--- config.mk ---
export PLATFORM = sky130hd
export DESIGN_NAME = seg7_scan_rx_flat
export DESIGN_NICKNAME = d
export VERILOG_FILES = /design/src/rtl/seg7_pkg.sv /design/src/rtl/seg7_scan_rx_if.sv /design/src/rtl/seg7_pattern_dec.sv /design/src/rtl/seg7_scan_rx.sv /design/src/flat_wrapper.sv
export SDC_FILE = /design/constraint.sdc
export NUM_CORES = 1
export LEC_CHECK = 0
export CORE_UTILIZATION = 52
export CTS_CLUSTER_SIZE = 16
export DETAILED_ROUTE_END_ITERATION = 12
export PLACE_DENSITY = 0.76
export SYNTH_ARGS = -nofsm -noshare
export SYNTH_HDL_FRONTEND = slang
export SYNTH_SLANG_ARGS = --single-unit
--- constraint.sdc ---
create_clock -name clk -period 2.5 [get_ports clk]
set_input_delay 0.375 -clock clk [delete_from_list [all_inputs] [get_ports clk]]
set_output_delay 0.375 -clock clk [all_outputs]
set_load 0.01 [all_outputs]
--- src/rtl/seg7_pkg.sv ---
// Shared definitions for the 6-digit multiplexed 7-segment display blocks:
// segment pattern table, digit count and receiver FSM states.
package seg7_pkg;

    localparam int unsigned NUM_DIGITS = 6;
    localparam int unsigned WORD_W     = 4 * NUM_DIGITS;
    localparam logic [2:0]  LAST_SEL   = 3'(NUM_DIGITS - 1);

    // Idle pin value: all segments and dp off (active-low).
    localparam logic [7:0]  SEG_BLANK  = 8'hFF;

    // Active-low g..a patterns, entry i shows hex digit i.
    localparam logic [15:0][6:0] SEG_TABLE = {
        7'h0E, 7'h06, 7'h21, 7'h46, 7'h03, 7'h08, 7'h10, 7'h00,
        7'h78, 7'h02, 7'h12, 7'h19, 7'h30, 7'h24, 7'h79, 7'h40
    };

    typedef enum logic {
        HUNT,
        COLLECT
    } rx_state_e;

endpackage

--- src/rtl/seg7_scan_rx_if.sv ---
// Scanned display lines plus the decoded-frame and error outputs of the receiver.
interface seg7_scan_rx_if;
    import seg7_pkg::*;

    logic [2:0]        sel;
    logic [7:0]        seg;
    logic [WORD_W-1:0] data_out;
    logic              data_valid;
    logic              seg_err;
    logic              seq_err;
    logic              timeout_err;

    modport master (
        output sel, seg,
        input  data_out, data_valid, seg_err, seq_err, timeout_err
    );

    modport slave (
        input  sel, seg,
        output data_out, data_valid, seg_err, seq_err, timeout_err
    );

endinterface

--- src/rtl/seg7_pattern_dec.sv ---
// Combinational reverse lookup of an active-low 7-segment pattern to its hex nibble;
// bad_o flags a pattern that is not in the table.
module seg7_pattern_dec
    import seg7_pkg::*;
(
    input  logic [6:0] seg_i,
    output logic [3:0] nibble_o,
    output logic       bad_o
);

    always_comb begin
        // NOTE: defaults first so every path assigns both outputs and no latch is inferred.
        nibble_o = '0;
        bad_o    = 1'b1;
        for (int i = 0; i < 16; i++) begin
            if (seg_i == SEG_TABLE[i]) begin
                nibble_o = 4'(i);
                bad_o    = 1'b0;
            end
        end
    end

endmodule

--- src/rtl/seg7_scan_rx.sv ---
// Receive side of the 6-digit scan driver: waits for each digit to settle, decodes it,
// and assembles sel 0..5 into a 24-bit word with sequence, pattern and timeout errors.
module seg7_scan_rx
    import seg7_pkg::*;
#(
    parameter int unsigned SYNC_STAGES = 2,
    parameter int unsigned SETTLE      = 16,
    parameter int unsigned TIMEOUT     = 200_000
) (
    input  logic          clk,
    input  logic          rst_n,
    seg7_scan_rx_if.slave bus
);

    localparam int unsigned IN_W   = 11;
    localparam int unsigned CHAIN  = (SYNC_STAGES == 0) ? 1 : SYNC_STAGES;
    localparam int unsigned STAB_W = $clog2(SETTLE + 1);
    localparam int unsigned TMO_W  = $clog2(TIMEOUT + 1);

    localparam logic [IN_W-1:0]   IN_RST    = {3'd0, SEG_BLANK};
    localparam logic [STAB_W-1:0] STAB_MAX  = STAB_W'(SETTLE);
    localparam logic [STAB_W-1:0] STAB_LAST = STAB_W'(SETTLE - 1);
    localparam logic [TMO_W-1:0]  TMO_MAX   = TMO_W'(TIMEOUT);
    localparam logic [TMO_W-1:0]  TMO_LAST  = TMO_W'(TIMEOUT - 1);

    // pipe[0] is the raw pin value, pipe[i+1] the i-th flop behind it.
    logic [CHAIN-1:0][IN_W-1:0] chain_q;
    logic [CHAIN:0][IN_W-1:0]   pipe;
    logic [IN_W-1:0]            cmp_new, cmp_old;
    logic [2:0]                 s_sel;
    logic [6:0]                 s_seg;

    assign pipe = {chain_q, {bus.sel, bus.seg}};

    always_ff @(posedge clk or negedge rst_n) begin
        if (!rst_n) chain_q <= {CHAIN{IN_RST}};
        else        chain_q <= pipe[CHAIN-1:0];
    end

    // With a synchroniser the change is seen one stage early, so the settle count
    // restarts on the same edge the synchronised value moves.
    generate
        if (SYNC_STAGES == 0) begin : g_direct
            assign cmp_new = pipe[0];
            assign cmp_old = pipe[1];
            assign s_sel   = pipe[0][10:8];
            assign s_seg   = pipe[0][6:0];
        end else begin : g_sync
            assign cmp_new = pipe[SYNC_STAGES-1];
            assign cmp_old = pipe[SYNC_STAGES];
            assign s_sel   = pipe[SYNC_STAGES][10:8];
            assign s_seg   = pipe[SYNC_STAGES][6:0];
        end
    endgenerate

    logic       changed, sel_changed, bad;
    logic [3:0] nibble;

    assign changed     = (cmp_new != cmp_old);
    assign sel_changed = (cmp_new[10:8] != cmp_old[10:8]);

    seg7_pattern_dec u_dec (
        .seg_i    (s_seg),
        .nibble_o (nibble),
        .bad_o    (bad)
    );

    logic [STAB_W-1:0] stab_q, stab_d;
    logic [TMO_W-1:0]  tmo_q, tmo_d;
    logic              sample, tmo_expire;
    rx_state_e         state_q, state_d;

    always_comb begin
        stab_d = stab_q;
        if (changed)                stab_d = '0;
        else if (stab_q != STAB_MAX) stab_d = stab_q + 1'b1;

        tmo_d = '0;
        if (state_q == COLLECT && !sel_changed)
            tmo_d = (tmo_q == TMO_MAX) ? tmo_q : tmo_q + 1'b1;
    end

    assign sample     = !changed && (stab_q == STAB_LAST);
    assign tmo_expire = (state_q == COLLECT) && !sel_changed && (tmo_q >= TMO_LAST);

    logic [2:0]        exp_q, exp_d;
    logic [WORD_W-1:0] shadow_q, shadow_d, data_out_q, data_out_d;
    logic              valid_q, valid_d, seg_err_q, seg_err_d;
    logic              seq_err_q, seq_err_d, tmo_err_q, tmo_err_d;

    always_comb begin
        state_d    = state_q;
        exp_d      = exp_q;
        shadow_d   = shadow_q;
        data_out_d = data_out_q;
        valid_d    = 1'b0;
        seg_err_d  = 1'b0;
        seq_err_d  = 1'b0;
        tmo_err_d  = 1'b0;
        unique case (state_q)
            HUNT: begin
                if (sample) begin
                    if (s_sel == 3'd0 && !bad) begin
                        shadow_d[WORD_W-1 -: 4] = nibble;
                        exp_d   = 3'd1;
                        state_d = COLLECT;
                    end else begin
                        seg_err_d = bad;
                    end
                end
            end
            COLLECT: begin
                if (sample) begin
                    if (bad) begin
                        seg_err_d = 1'b1;
                        state_d   = HUNT;
                    end else if (s_sel != exp_q) begin
                        // A stray sel=0 is taken as the start of a new frame.
                        seq_err_d = 1'b1;
                        if (s_sel == 3'd0) begin
                            shadow_d[WORD_W-1 -: 4] = nibble;
                            exp_d = 3'd1;
                        end else begin
                            state_d = HUNT;
                        end
                    end else if (exp_q != LAST_SEL) begin
                        shadow_d[4*(int'(LAST_SEL) - int'(exp_q)) +: 4] = nibble;
                        exp_d = exp_q + 1'b1;
                    end else begin
                        data_out_d = {shadow_q[WORD_W-1:4], nibble};
                        valid_d    = 1'b1;
                        state_d    = HUNT;
                    end
                end else if (tmo_expire) begin
                    tmo_err_d = 1'b1;
                    state_d   = HUNT;
                end
            end
        endcase
    end

    always_ff @(posedge clk or negedge rst_n) begin
        if (!rst_n) begin
            state_q    <= HUNT;
            exp_q      <= '0;
            shadow_q   <= '0;
            data_out_q <= '0;
            valid_q    <= 1'b0;
            seg_err_q  <= 1'b0;
            seq_err_q  <= 1'b0;
            tmo_err_q  <= 1'b0;
            stab_q     <= '0;
            tmo_q      <= '0;
        end else begin
            // NOTE: non-blocking so every flop samples pre-edge values regardless of statement order.
            state_q    <= state_d;
            exp_q      <= exp_d;
            shadow_q   <= shadow_d;
            data_out_q <= data_out_d;
            valid_q    <= valid_d;
            seg_err_q  <= seg_err_d;
            seq_err_q  <= seq_err_d;
            tmo_err_q  <= tmo_err_d;
            stab_q     <= stab_d;
            tmo_q      <= tmo_d;
        end
    end

    assign bus.data_out    = data_out_q;
    assign bus.data_valid  = valid_q;
    assign bus.seg_err     = seg_err_q;
    assign bus.seq_err     = seq_err_q;
    assign bus.timeout_err = tmo_err_q;

endmodule

--- src/flat_wrapper.sv ---
// flat-port wrapper written by rule: the top's interface ports become plain ports
module seg7_scan_rx_flat import seg7_pkg::*;
#(
    parameter int unsigned SYNC_STAGES = 2,
    parameter int unsigned SETTLE      = 16,
    parameter int unsigned TIMEOUT     = 200_000
)
  (clk, rst_n, bus_sel, bus_seg, bus_data_out, bus_data_valid, bus_seg_err, bus_seq_err, bus_timeout_err);
  seg7_scan_rx_if bus_i ();
  input  logic clk;
  input  logic rst_n;
  input wire logic [$bits(bus_i.sel)-1:0] bus_sel;
  input wire logic [$bits(bus_i.seg)-1:0] bus_seg;
  output wire logic [$bits(bus_i.data_out)-1:0] bus_data_out;
  output wire logic [$bits(bus_i.data_valid)-1:0] bus_data_valid;
  output wire logic [$bits(bus_i.seg_err)-1:0] bus_seg_err;
  output wire logic [$bits(bus_i.seq_err)-1:0] bus_seq_err;
  output wire logic [$bits(bus_i.timeout_err)-1:0] bus_timeout_err;
  assign bus_i.sel = bus_sel;
  assign bus_i.seg = bus_seg;
  assign bus_data_out = bus_i.data_out;
  assign bus_data_valid = bus_i.data_valid;
  assign bus_seg_err = bus_i.seg_err;
  assign bus_seq_err = bus_i.seq_err;
  assign bus_timeout_err = bus_i.timeout_err;
  seg7_scan_rx #(.SYNC_STAGES(SYNC_STAGES), .SETTLE(SETTLE), .TIMEOUT(TIMEOUT)) u_core (.clk(clk), .rst_n(rst_n), .bus(bus_i));
endmodule
==> results.yml, run 1 <==
clock_tree:
  clk_pin_slew_ns: 0.09
  h-tree-depth: 3
  cts_tree: "yes"
  clockBufferDepth: 2
  clk_latency_ns: 0.37
  cts_sinks: 97
  cts-root-buf: "clkbuf_8"
  cts_buffers: 9
floorplanning:
  initial_core_util_pct: 53.7
  core_um2: 8760
  io_pins: 41
  placementRows: 34
  dieArea_um2: 9440
  fp.dieH_um: 97.2
  dieWidth_um: 97.2
placed_design:
  gp_congestion: 0.854
  dp_cells: 582
  io_buffers: 40
  pre_cts_slack_ns: -0.155
  dp_hpwl_mm: 6.74
critical_path:
  slowest_stage: "or4_4"
  crit_top_cell: "inv_2"
  cp_max_fo: 4
  crit_path_max_incr_delay_ns: 0.57
  crit_type: "flop to flop"
  crit_chain: "inv_2 > ha_4 > inv_2 > fa_1 > or4_4 > nor4_4 > nand4_1 > buf_6 > mux2_4"
  cp_top_family: "simple AND/OR/NAND/NOR gates"
  end_kind: "flop"
  required_ns: 2.75
  arrival_ns: 2.87
  startpoint_type: "flop"
  crit_buf_inv: 3
sta:
  clock_skew_ns: 0.0102
  fin_ws_ns: -0.120
  period_needed_ns: 2.62
  rsz0062_at_grt: "yes"
  slew_headroom_pct: 41.4
  hold_viol: 0
  tightest_slew_ns: 0.867
  fin_crit_sh_pct: 105
  setup_violations: 17
  drv_slew: 0
  max_clock_freq_mhz: 382
power_and_ir_drop:
  leakage_nw: 2.61
  power.density_nw_per_um2: 507
  finalPower_mw: 2.99
  ir_drop_mv: 0.290
yosys:
  ys_warn_count: 0
  yosysTopAreaCell: "dfrtp_1"
  yosysMostFrequentCell: "dfrtp_1"
  ys_seq_elements: 97
  synth-edff-count: 0
  ys.flop_type: "dfrtp_1"
  syn-cell-area_um2: 4710
  synth_seq_area_share_pct: 52.0
  synthTopCellsByArea: "dfrtp_1 43%, dfstp_2 8.9%, mux2_2 5.5%"
  avgSynthCellArea_um2: 11.4
  synth-async-reset-ratio_pct: 100
  ys_types: 60
  synthesis.instances: 414
  synth_top_area_share_pct: 43.1
  yosys-top-cells-count: "81 x dfrtp_1, 40 x nor2_1, 26 x xor2_1"
  synth_fp_nets: 441
global_route:
  grt_pass1_vias: 3364
  grt_max_degree: 57
  grt_first_pass_wirelength_mm: 16.0
  gr-total-overflow: 0
  grt_usage_pct: 21.1
  antenna_found_initial: 0
hold_path:
  hold_class: "flop to flop"
drt:
  routed_via_density: 5.52
  drt_iter0_drc: 96
  wl_mm: 9.50
  drc: 0
  vias: 3351
  firstDrtPassIters: 4
  ant_nets: 0
  wl_per_cell_um: 15.6
final_layout:
  antenna_cells: 0
  nFillCells: 646
  fin_cells: 607
  syn_to_final_growth_pct: 25.1
  drive_gt1_share_pct: 24.8
  nets: 521
status:
  status: "finished with violations"
  violations: "negative setup slack"
flow_run:
  drv_cap: 0
-- routing by layer --
layer  share of wire [%]  track usage, %  up-vias
li1                    -               -     1627
met1                  44            26.5     1648
met2                  52            36.1       61
met3                 2.5            2.95       15
met4                 2.3            9.76        0
met5                   0               0        -
-- stage by stage --
step	instance area, um^2	hold WS [ns]	utilization [%]	setup TNS [ns]
floorplan	4740	0.0794	-	-0.365
global placement	5450	0.362	62.2	-0.386
detailed placement	5450	0.366	62.2	-1.94
CTS	5820	0.375	66.4	-0.722
global route	5890	0.384	67.2	-2.60
finish	5890	0.371	67.2	-1.25
-- worst reg2reg max path, cell delays in order (launching register included) --
cell and delay (ns):
dfrtp_1 0.39, inv_2 0.09, ha_4 0.14, inv_2 0.03, fa_1 0.46, or4_4 0.57
nor4_4 0.22, nand4_1 0.16, buf_6 0.16, mux2_4 0.28
-- power breakdown --
part,switching [mW],internal (mW)
clock,0.534,0.664
sequential,0.0195,1.60
combinational,0.0993,0.0738
-- registers in the layout (all words and copies together), names as in the netlist --
register,count
u_core.bus.data_out,24
u_core.bus.seg_err,1
u_core.tmo_q,18
u_core.state_q,1
u_core.shadow_q,20
u_core.cmp_old,11
u_core.bus.seq_err,1
u_core.exp_q,3
u_core.stab_q,5
u_core.bus.timeout_err,1
u_core.bus.data_valid,1
u_core.cmp_new,11
-- final timing paths --
check                                                  from                                   to  slack [ns]  depth (start not counted)
worst max register to register  u_core.exp_q[1]$_DFFE_PN0P_      u_core.shadow_q[15]$_DFFE_PN0P_       -0.12                          9
max in group asynchronous                             rst_n          u_core.cmp_old[0]$_DFF_PN1_        1.24                          3
worst min-delay path            u_core.cmp_new[7]$_DFF_PN1_          u_core.cmp_old[7]$_DFF_PN1_        0.37                          0
worst max-delay path            u_core.exp_q[1]$_DFFE_PN0P_      u_core.shadow_q[15]$_DFFE_PN0P_       -0.12                          9
min in group asynchronous                             rst_n  u_core.bus.data_out[17]$_DFFE_PN0P_        0.53                          2
worst min register to register  u_core.cmp_new[7]$_DFF_PN1_          u_core.cmp_old[7]$_DFF_PN1_        0.37                          0
-- kinds of logic after synthesis --
group | count (synthesis) | share of synthesized area (%)
compound gates | 48 | 6.48
simple gates | 149 | 18.4
fa+ha+maj | 15 | 4.09
mux | 39 | 9.27
xor+xnor | 33 | 6.14
buf+inv | 33 | 3.61
flops | 97 | 52.0
-- layout make-up --
type / instances / area [um^2] / share of cell area [%]
Inverter: 19 / 71.3 / 1.21
Clock inverter: 7 / 116 / 1.98
Tap cell: 108 / 135 / 2.29
Sequential cell: 97 / 2450 / 41.6
Clock buffer: 9 / 124 / 2.10
Timing Repair Buffer: 83 / 756 / 12.8
Multi-Input combinational cell: 284 / 2240 / 38.0
-- cells in the final DEF (no fill, tap or decap), drive strengths merged, types with 3 or more instances in the layout --
cell and instances:
dfrtp 81, buf 43, nor2 40, clkdlybuf4s50 39
mux2 37, xor2 26, inv 20, nand2 19
o21ai 19, dfstp 16, nand3 13, ha 13
a21oi 12, nand4 10, nor3 10, clkbuf 9
nor4 8, xnor2 7, nand3b 5, and4 5
or3 5, nand2b 4, or4 4, and3 4
or4b 3, bufinv 3, nor4b 3, clkinv 3
-- what timing repair did --
item	in CTS	in global routing
endpoints found under the setup margin	19	43
resized for setup	15	16
hold buffers	1	0
endpoints found under the hold margin	9	0
pin swaps	4	6
setup buffers	6	2
(Power assumes the default switching activity.)
==> run 2, diff against run 1 <==
- REMOVE_ABC_BUFFERS: default -> 1
==> results.yml, run 2 (synthesis gave the netlist of run 1 again) <==
power_and_ir_drop:
  swShare_pct: 24.7
  p_comb_share_pct: 6.3
  power.share.clock_pct: 37.2
  power_switching_mw: 0.705
  leakage_nw: 2.70
  power.density_nw_per_um2: 474
  p_int_mw: 2.15
  pwr-share-seq_pct: 56.5
  finalPower_mw: 2.86
  ir_drop_mv: 0.292
global_route:
  gr-usage-met2_pct: 36.9
  gr-total-overflow: 0
  grt_usage_pct: 22.1
  grt_pass1_vias: 3498
  use_met3_pct: 3.09
  met1_usage_pct: 29.2
  grt-busiest-layer: "met2"
  grt_max_degree: 49
  antenna_found_initial: 0
  grt_first_pass_wirelength_mm: 16.7
critical_path:
  end_kind: "flop"
  ff2ff_path_depth: 9
  crit_chain: "inv_2 > ha_4 > inv_2 > fa_1 > or4_4 > buf_6 > nor4b_4 > buf_4 > mux2_4"
  slowest_stage: "or4_4"
  crit_path_max_incr_delay_ns: 0.53
  cp_top_family: "simple AND/OR/NAND/NOR gates"
  crit_type: "flop to flop"
  cp_max_fo: 4
  r2r_end: "u_core.shadow_q[7]$_DFFE_PN0P_"
  crit_buf_inv: 4
  arrival_ns: 2.90
  required_ns: 2.76
  crit_top_cell: "inv_2"
  regToRegSetupSlack_ns: -0.14
  r2r_start: "u_core.exp_q[1]$_DFFE_PN0P_"
  startpoint_type: "flop"
placed_design:
  dp_hpwl_mm: 6.79
  dp_cells: 588
  gp_congestion: 0.891
  io_buffers: 40
clock_tree:
  clk_pin_slew_ns: 0.10
  clockBufferDepth: 2
  clk_latency_ns: 0.37
  cts_tree: "yes"
  cts-root-buf: "clkbuf_8"
  h-tree-depth: 3
  cts_sinks: 97
  cts_buffers: 9
sta:
  setup_violations: 38
  hold_viol: 0
  clock_skew_ns: 0.0154
  max_clock_freq_mhz: 378
  period_needed_ns: 2.64
  drv_slew: 0
  rsz0062_at_grt: "yes"
  hold_slack_ns: 0.00116
  tns_ns: -2.44
  tightest_slew_ns: 0.830
  slew_headroom_pct: 43.9
  fin_crit_sh_pct: 106
  fin_ws_ns: -0.144
drt:
  drc: 0
  routed_via_density: 5.61
  wl_per_cell_um: 16.3
  ant_nets: 0
  wl_mm: 10.0
  vias: 3451
  firstDrtPassIters: 4
  drt_iter0_drc: 137
flow_run:
  drv_cap: 0
final_layout:
  nets: 529
  final_common_cell: "dfrtp_1"
  drive_gt1_share_pct: 29.2
  syn_to_final_growth_pct: 28.2
  fin_cells: 615
  antenna_cells: 0
  largest_register_ffs: 24
  postLayoutCoreUtil_pct: 68.9
  layout_common_cells: "81 x dfrtp_1, 42 x buf_4, 40 x nor2_1, 39 x clkdlybuf4s50_1, 26 x xor2_1"
  nFillCells: 628
floorplanning:
  dieWidth_um: 97.2
  fp.dieH_um: 97.2
  dieArea_um2: 9440
  io_pins: 41
  core_um2: 8760
  placementRows: 34
  initial_core_util_pct: 53.7
hold_path:
  hold_class: "primary input to asynchronous set/reset pin"
status:
  status: "finished with violations"
  violations: "negative setup slack"
[run 2: cell count changes in the layout (fill, tap and decap cells not counted), moves of 2 or more]
cell       delta
buf_4         +3
buf_6         +3
bufinv_16     -2
clkbuf_16     +3
inv_6         +3
mux2_1       -13
mux2_4       +12
o21ai_1       +2
xnor2_1       -3
xnor2_2       +3
[run 2: worst max-delay path by stage]
stage / start / end / slack, ns / depth (start not counted)
after floorplan: u_core.exp_q[1]$_DFFE_PN0P_ / u_core.shadow_q[10]$_DFFE_PN0P_ / -0.24 / 8
after global placement: u_core.exp_q[1]$_DFFE_PN0P_ / u_core.shadow_q[10]$_DFFE_PN0P_ / -0.19 / 8
after detailed placement: u_core.exp_q[1]$_DFFE_PN0P_ / u_core.shadow_q[17]$_DFFE_PN0P_ / -0.25 / 8
after CTS: u_core.exp_q[1]$_DFFE_PN0P_ / u_core.shadow_q[4]$_DFFE_PN0P_ / -0.11 / 9
after global routing: u_core.exp_q[1]$_DFFE_PN0P_ / u_core.shadow_q[7]$_DFFE_PN0P_ / -0.24 / 9
final: u_core.exp_q[1]$_DFFE_PN0P_ / u_core.shadow_q[7]$_DFFE_PN0P_ / -0.14 / 9
[run 2: final cells by class]
class	instances	area (um^2)	area share [%]
Inverter	19	71.3	1.18
Clock buffer	9	124	2.05
Timing Repair Buffer	91	877	14.5
Multi-Input combinational cell	284	2300	38.1
Tap cell	108	135	2.24
Clock inverter	7	82.6	1.37
Sequential cell	97	2450	40.5
[run 2: what timing repair did]
action	CTS	global route
hold buffers	0	0
setup buffers	7	1
pin swaps	16	10
gates resized for setup	44	16
endpoints found under the setup margin	43	46
cloned	2	1
[run 2: through the flow]
stage	instance area, um^2	setup WS, ns
2_1_floorplan	4610	-0.245
3_3_place_gp	5470	-0.186
3_5_place_dp	5470	-0.248
4_1_cts	5940	-0.114
5_1_grt	6040	-0.244
6_report	6040	-0.144
[run 2: power groups by stage]
| stage | sequential (mW) | combinational, mW | clock [mW] |
|---|---|---|---|
| finish | 1.62 | 0.181 | 1.06 |
| global route | 1.62 | 0.200 | 1.15 |
| CTS | 1.61 | 0.173 | 1.09 |
| detailed placement | 1.64 | 0.164 | 0 |
| global placement | 1.64 | 0.159 | 0 |
| floorplan | 1.65 | 0.0586 | 0 |
[run 2: per-layer routing]
metal | vias to the layer above | routed length (um) | share of wire [%]
li1 | 1646 | - | -
met1 | 1705 | 4400 | 44
met2 | 87 | 5040 | 50
met3 | 13 | 435 | 4.3
met4 | 0 | 157 | 1.6
met5 | - | 0 | 0
==> edit 1 (settings of run 1) <==
`TIMEOUT` is set to 200_000 in 2 places; all go to 400_000.
--- a/src/rtl/seg7_scan_rx.sv
+++ b/src/rtl/seg7_scan_rx.sv
@@ -6,5 +6,5 @@
     parameter int unsigned SYNC_STAGES = 2,
     parameter int unsigned SETTLE      = 16,
-    parameter int unsigned TIMEOUT     = 200_000
+    parameter int unsigned TIMEOUT     = 400_000
 ) (
     input  logic          clk,
--- a/src/flat_wrapper.sv
+++ b/src/flat_wrapper.sv
@@ -4,5 +4,5 @@
     parameter int unsigned SYNC_STAGES = 2,
     parameter int unsigned SETTLE      = 16,
-    parameter int unsigned TIMEOUT     = 200_000
+    parameter int unsigned TIMEOUT     = 400_000
 )
   (clk, rst_n, bus_sel, bus_seg, bus_data_out, bus_data_valid, bus_seg_err, bus_seq_err, bus_timeout_err);
Function: no difference found for any inputs over 10 cycles, from zero or initial values and one cycle with rst_n low; that may be too few to reach the edited logic, so the function may still have changed.
==> edit 1 against run 1 <==
The flow finishes with violations (design-rule violations, negative setup slack). Cell area is 13% higher. Count of clock-buffer cells in the layout is the same. Clock skew barely moved. Worst hold slack lost 0.36 ns. Area after synthesis increased by 1.9%. Total power fell by 1.0%. Sequential cell count increased by 1. Die area increased by 1.8%. Via count rose by 7.9%. Wire length up 17%. Worst setup slack worse by 0.13 ns. Synthesized cell count decreased by 0.72%. Final cell count up 5.6%. Critical path type unchanged.
==> edit 1: results (changes against run 1) <==
- Met1 Usage GRT: 28.8% (was 26.5%)
- Violations in the final reports: design-rule violations, negative setup slack (was negative setup slack)
- Drc violations: 3 (was 0)
- Final setup viols: 41 (was 17)
- Total GRT Usage: 23.3% (was 21.1%)
- Post-synthesis mux area share: 10.7% (was 9.27%)
- Placed insts: 601 (was 582)
- Placer Congestion: 0.844 (was 0.854)
- Layout net count: 555 (was 521)
- Fin cells: 641 (was 607)
- Placed Area: 0.00590 sq mm (was 0.00545 sq mm)
- Setup TNS: -5.18 ns (was -1.25 ns)
- Arrival @ worst endpoint: 3.00 ns (was 2.87 ns)
- Die Wd: 98.0 um (was 97.2 um)
- Vias in the first global route: 3599 (was 3364)
- Status: complete, but fails checks (unchanged)
- Share of layout cells above drive strength 1: 38.1% (was 24.8%)
- Wire per inst: 17.3 um (was 15.6 um)
- Commonest cells post-synth: 82 x dfrtp_1, 38 x nor2_1, 28 x xor2_1 (was 81 x dfrtp_1, 40 x nor2_1, 26 x xor2_1)
- Pin count of the biggest net entering global routing: 49 (was 57)
- Final worst setup slack: -0.246 ns (was -0.120 ns)
- Data buffer area share: 17.1% (was 12.8%)
- Synth Area per Inst: 11.7 sq um (was 11.4 sq um)
- Largest cells by area after synthesis: dfrtp_1 43%, dfstp_2 8.8%, mux2_2 5.4% (was dfrtp_1 43%, dfstp_2 8.9%, mux2_2 5.5%)
- M3 GR Usage: 3.22% (was 2.95%)
- CP max stage delay: 0.46 ns (was 0.57 ns)
- Clock-cell share: 3.25% (was 4.08%)
- DR pass1 iterations: 8 (was 4)
- Multi-input comb cells: 276 (was 284)
- Lkg Pwr: 0.00282 uW (was 0.00261 uW)
- Vias per Instance: 5.64 (was 5.52)
[edit 1: cell types whose count changed in the layout (fill, tap and decap cells not counted), moves of 4 or more]
cell              run 1  this run
and4_1                5         0
buf_4                39        66
mux2_4                8        41
ha_1                 11         7
mux2_1               13         0
buf_6                 2        11
o21ai_1               5         0
ha_4                  2         6
nand2_1              19        23
a2111oi_4             1         7
mux2_2               16         0
o21ai_0              12         3
[edit 1: final timing paths]
kind                       cells after the start  slack [ns]                                 end
setup / recovery                              11       -0.25      u_core.shadow_q[8]$_DFFE_PN0P_
hold / removal                                 1       0.009  u_core.bus.data_out[4]$_DFFE_PN0P_
setup reg to reg                              11       -0.25      u_core.shadow_q[8]$_DFFE_PN0P_
hold reg to reg                                0        0.38         u_core.cmp_old[7]$_DFF_PN1_
max in group asynchronous                      2        1.76         u_core.cmp_old[2]$_DFF_PN1_
min in group clk                               0        0.38         u_core.cmp_old[7]$_DFF_PN1_
[edit 1: timing repair]
action                                  4_1_cts  5_1_grt
endpoints found under the setup margin       46       48
gates cloned                                  0        3
pin swaps                                     9       12
gates resized for setup                      34       28
setup buffers                                12       10
[edit 1: through the flow]
| stage | power [uW] | hold slack, ns |
|---|---|---|
| 3_3_place_gp | 1850 | 0.360 |
| 6_report | 2960 | 0.00915 |
| 2_1_floorplan | 1740 | 0.0794 |
| 5_1_grt | 3070 | 0.0586 |
| 4_1_cts | 2970 | 0.0304 |
| 3_5_place_dp | 1850 | 0.364 |
[edit 1: power breakdown]
group | total (uW) | internal, uW | leakage (uW) | switching, uW
clock | 1100 | 561 | 0.000103 | 543
combinational | 220 | 103 | 0.00141 | 117
sequential | 1630 | 1610 | 0.00130 | 19.6
==> edit 2 (config.mk and constraints of run 1) <==
Made on the original files. Take the reset off `data_out_q` and load it in a clocked block of its own.
--- a/src/rtl/seg7_scan_rx.sv
+++ b/src/rtl/seg7_scan_rx.sv
@@ -145,5 +145,4 @@
             exp_q      <= '0;
             shadow_q   <= '0;
-            data_out_q <= '0;
             valid_q    <= 1'b0;
             seg_err_q  <= 1'b0;
@@ -157,5 +156,4 @@
             exp_q      <= exp_d;
             shadow_q   <= shadow_d;
-            data_out_q <= data_out_d;
             valid_q    <= valid_d;
             seg_err_q  <= seg_err_d;
@@ -165,4 +163,8 @@
             tmo_q      <= tmo_d;
         end
+    end
+
+    always_ff @(posedge clk) begin
+        data_out_q <= data_out_d;
     end
 
Behaviour: same outputs for any inputs over 10 cycles, from zero or initial values and one cycle with rst_n low; that may be too few to reach the edited logic, so the function may still have changed.
==> edit 2 against run 1 <==
The flow finishes with violations (negative hold slack, negative setup slack). Worst setup slack worse by 0.44 ns. Cell area down 0.94%. Clock power up 8%. Area after synthesis decreased by 5.6%. Wire length shrank 8.8%. Sequential cell count is the same. Synthesized cell count down 8.0%. Combinational power shrank 18%. Total power rose by 3.9%. Largest power group unchanged. Highest routed layer unchanged.
==> edit 2: results (changes against run 1) <==
- Setup TNS: -10.22 ns (was -1.25 ns)
- CP max stage delay: 0.54 ns (was 0.57 ns)
- Initial DRC Count: 137 (was 96)
- Crit path max-delay cell type: or4b_4 (was or4_4)
- Violations in the final reports: negative hold slack, negative setup slack (was negative setup slack)
- Layout Skew: 0.00936 ns (was 0.0102 ns)
- First-pass GRT wire length: 14.1 mm (was 16.0 mm)
- Metal3 WL: 332 um (was 238 um)
- Final setup viols: 41 (was 17)
- Tightest Hold Check Type: in2async (was reg2reg)
- Async SR Flop Fraction: 75.3% (was 100%)
- Hold WS: -0.00730 ns (was 0.371 ns)
- Post-Syn Nets: 408 (was 441)
- Final Hold Viols: 8 (was 0)
- Sequential share of the synthesized area: 57.8% (was 52.0%)
- Post-synth EDFFs: 24 (was 0)
- Layout net count: 502 (was 521)
- DP Worst Slack: -0.567 ns (was -0.155 ns)
- Comb power frac: 4.6% (was 5.8%)
- Final HPWL from detailed placement: 6.04 mm (was 6.74 mm)
- Placed Area: 0.00535 sq mm (was 0.00545 sq mm)
- Comb group: 142 uW (was 173 uW)
- Via Count: 3159 (was 3351)
- Largest cells by area after synthesis: dfrtp_1 32%, edfxtp_1 16%, dfstp_2 9.5% (was dfrtp_1 43%, dfstp_2 8.9%, mux2_2 5.5%)
- Synth cell types: 56 (was 60)
- Met2 WL: 4.39 mm (was 4.90 mm)
- Vias in the first global route: 3062 (was 3364)
- M2 GR Usage: 35.3% (was 36.1%)
- Lkg Pwr: 0.00240 uW (was 0.00261 uW)
- Crit-path max FO: 3 (was 4)
- VDD IR max: 0.000299 V (was 0.000290 V)
- Placed insts: 559 (was 582)
- Final worst setup slack: -0.562 ns (was -0.120 ns)
- Placer Congestion: 0.859 (was 0.854)
- Status: complete, but fails checks (unchanged)
- P_clk: 1300 uW (was 1200 uW)
- Synth Area per Inst: 11.7 sq um (was 11.4 sq um)
- Pin count of the biggest net entering global routing: 29 (was 57)
==> edit 2: changes by cell type in the layout (fill, tap and decap cells not counted), sizes merged, moves of 5 or more <==
cell / change
edfxtp: +24
xor2: -5
o21ai: -6
buf: +15
inv: +6
o31ai: +5
nor3: +5
dfrtp: -24
nand4: -6
nand3b: -5
mux2: -29
nor2: -6
==> edit 2: worst max path at each step <==
stage                                 from                         endpoint  slack [ns]  cells past startpoint
2_1_floorplan  u_core.exp_q[1]$_DFFE_PN0P_  u_core.shadow_q[18]$_DFFE_PN0P_       -0.64                      9
3_3_place_gp   u_core.exp_q[1]$_DFFE_PN0P_  u_core.shadow_q[11]$_DFFE_PN0P_       -0.52                      8
3_5_place_dp   u_core.exp_q[1]$_DFFE_PN0P_  u_core.shadow_q[11]$_DFFE_PN0P_       -0.57                      8
4_1_cts        u_core.exp_q[1]$_DFFE_PN0P_  u_core.shadow_q[11]$_DFFE_PN0P_       -0.54                      9
5_1_grt        u_core.exp_q[1]$_DFFE_PN0P_  u_core.shadow_q[12]$_DFFE_PN0P_       -0.67                     10
6_report       u_core.exp_q[1]$_DFFE_PN0P_  u_core.shadow_q[11]$_DFFE_PN0P_       -0.56                      8
==> edit 2: area by class of cell <==
cell class	instances	area [sq um]	area share [%]
timing repair buffer	98	948	16.3
clock buffer	9	124	2.12
tap	105	131	2.25
multi-input combinational	243	1820	31.3
clock inverter	7	141	2.42
sequential	97	2570	44.0
inverter	26	97.6	1.67
==> edit 2: cells by family after synthesis <==
kind of cell / count (synthesis) / share of synthesized area (%)
and+or+nand+nor: 137 / 17.2
DFF: 97 / 57.8
AOI/OAI and AO/OA: 46 / 7.26
buffers and inverters: 41 / 3.66
xor gates and xnor gates: 32 / 6.31
muxes: 14 / 3.72
adders and majority gates: 14 / 4.11
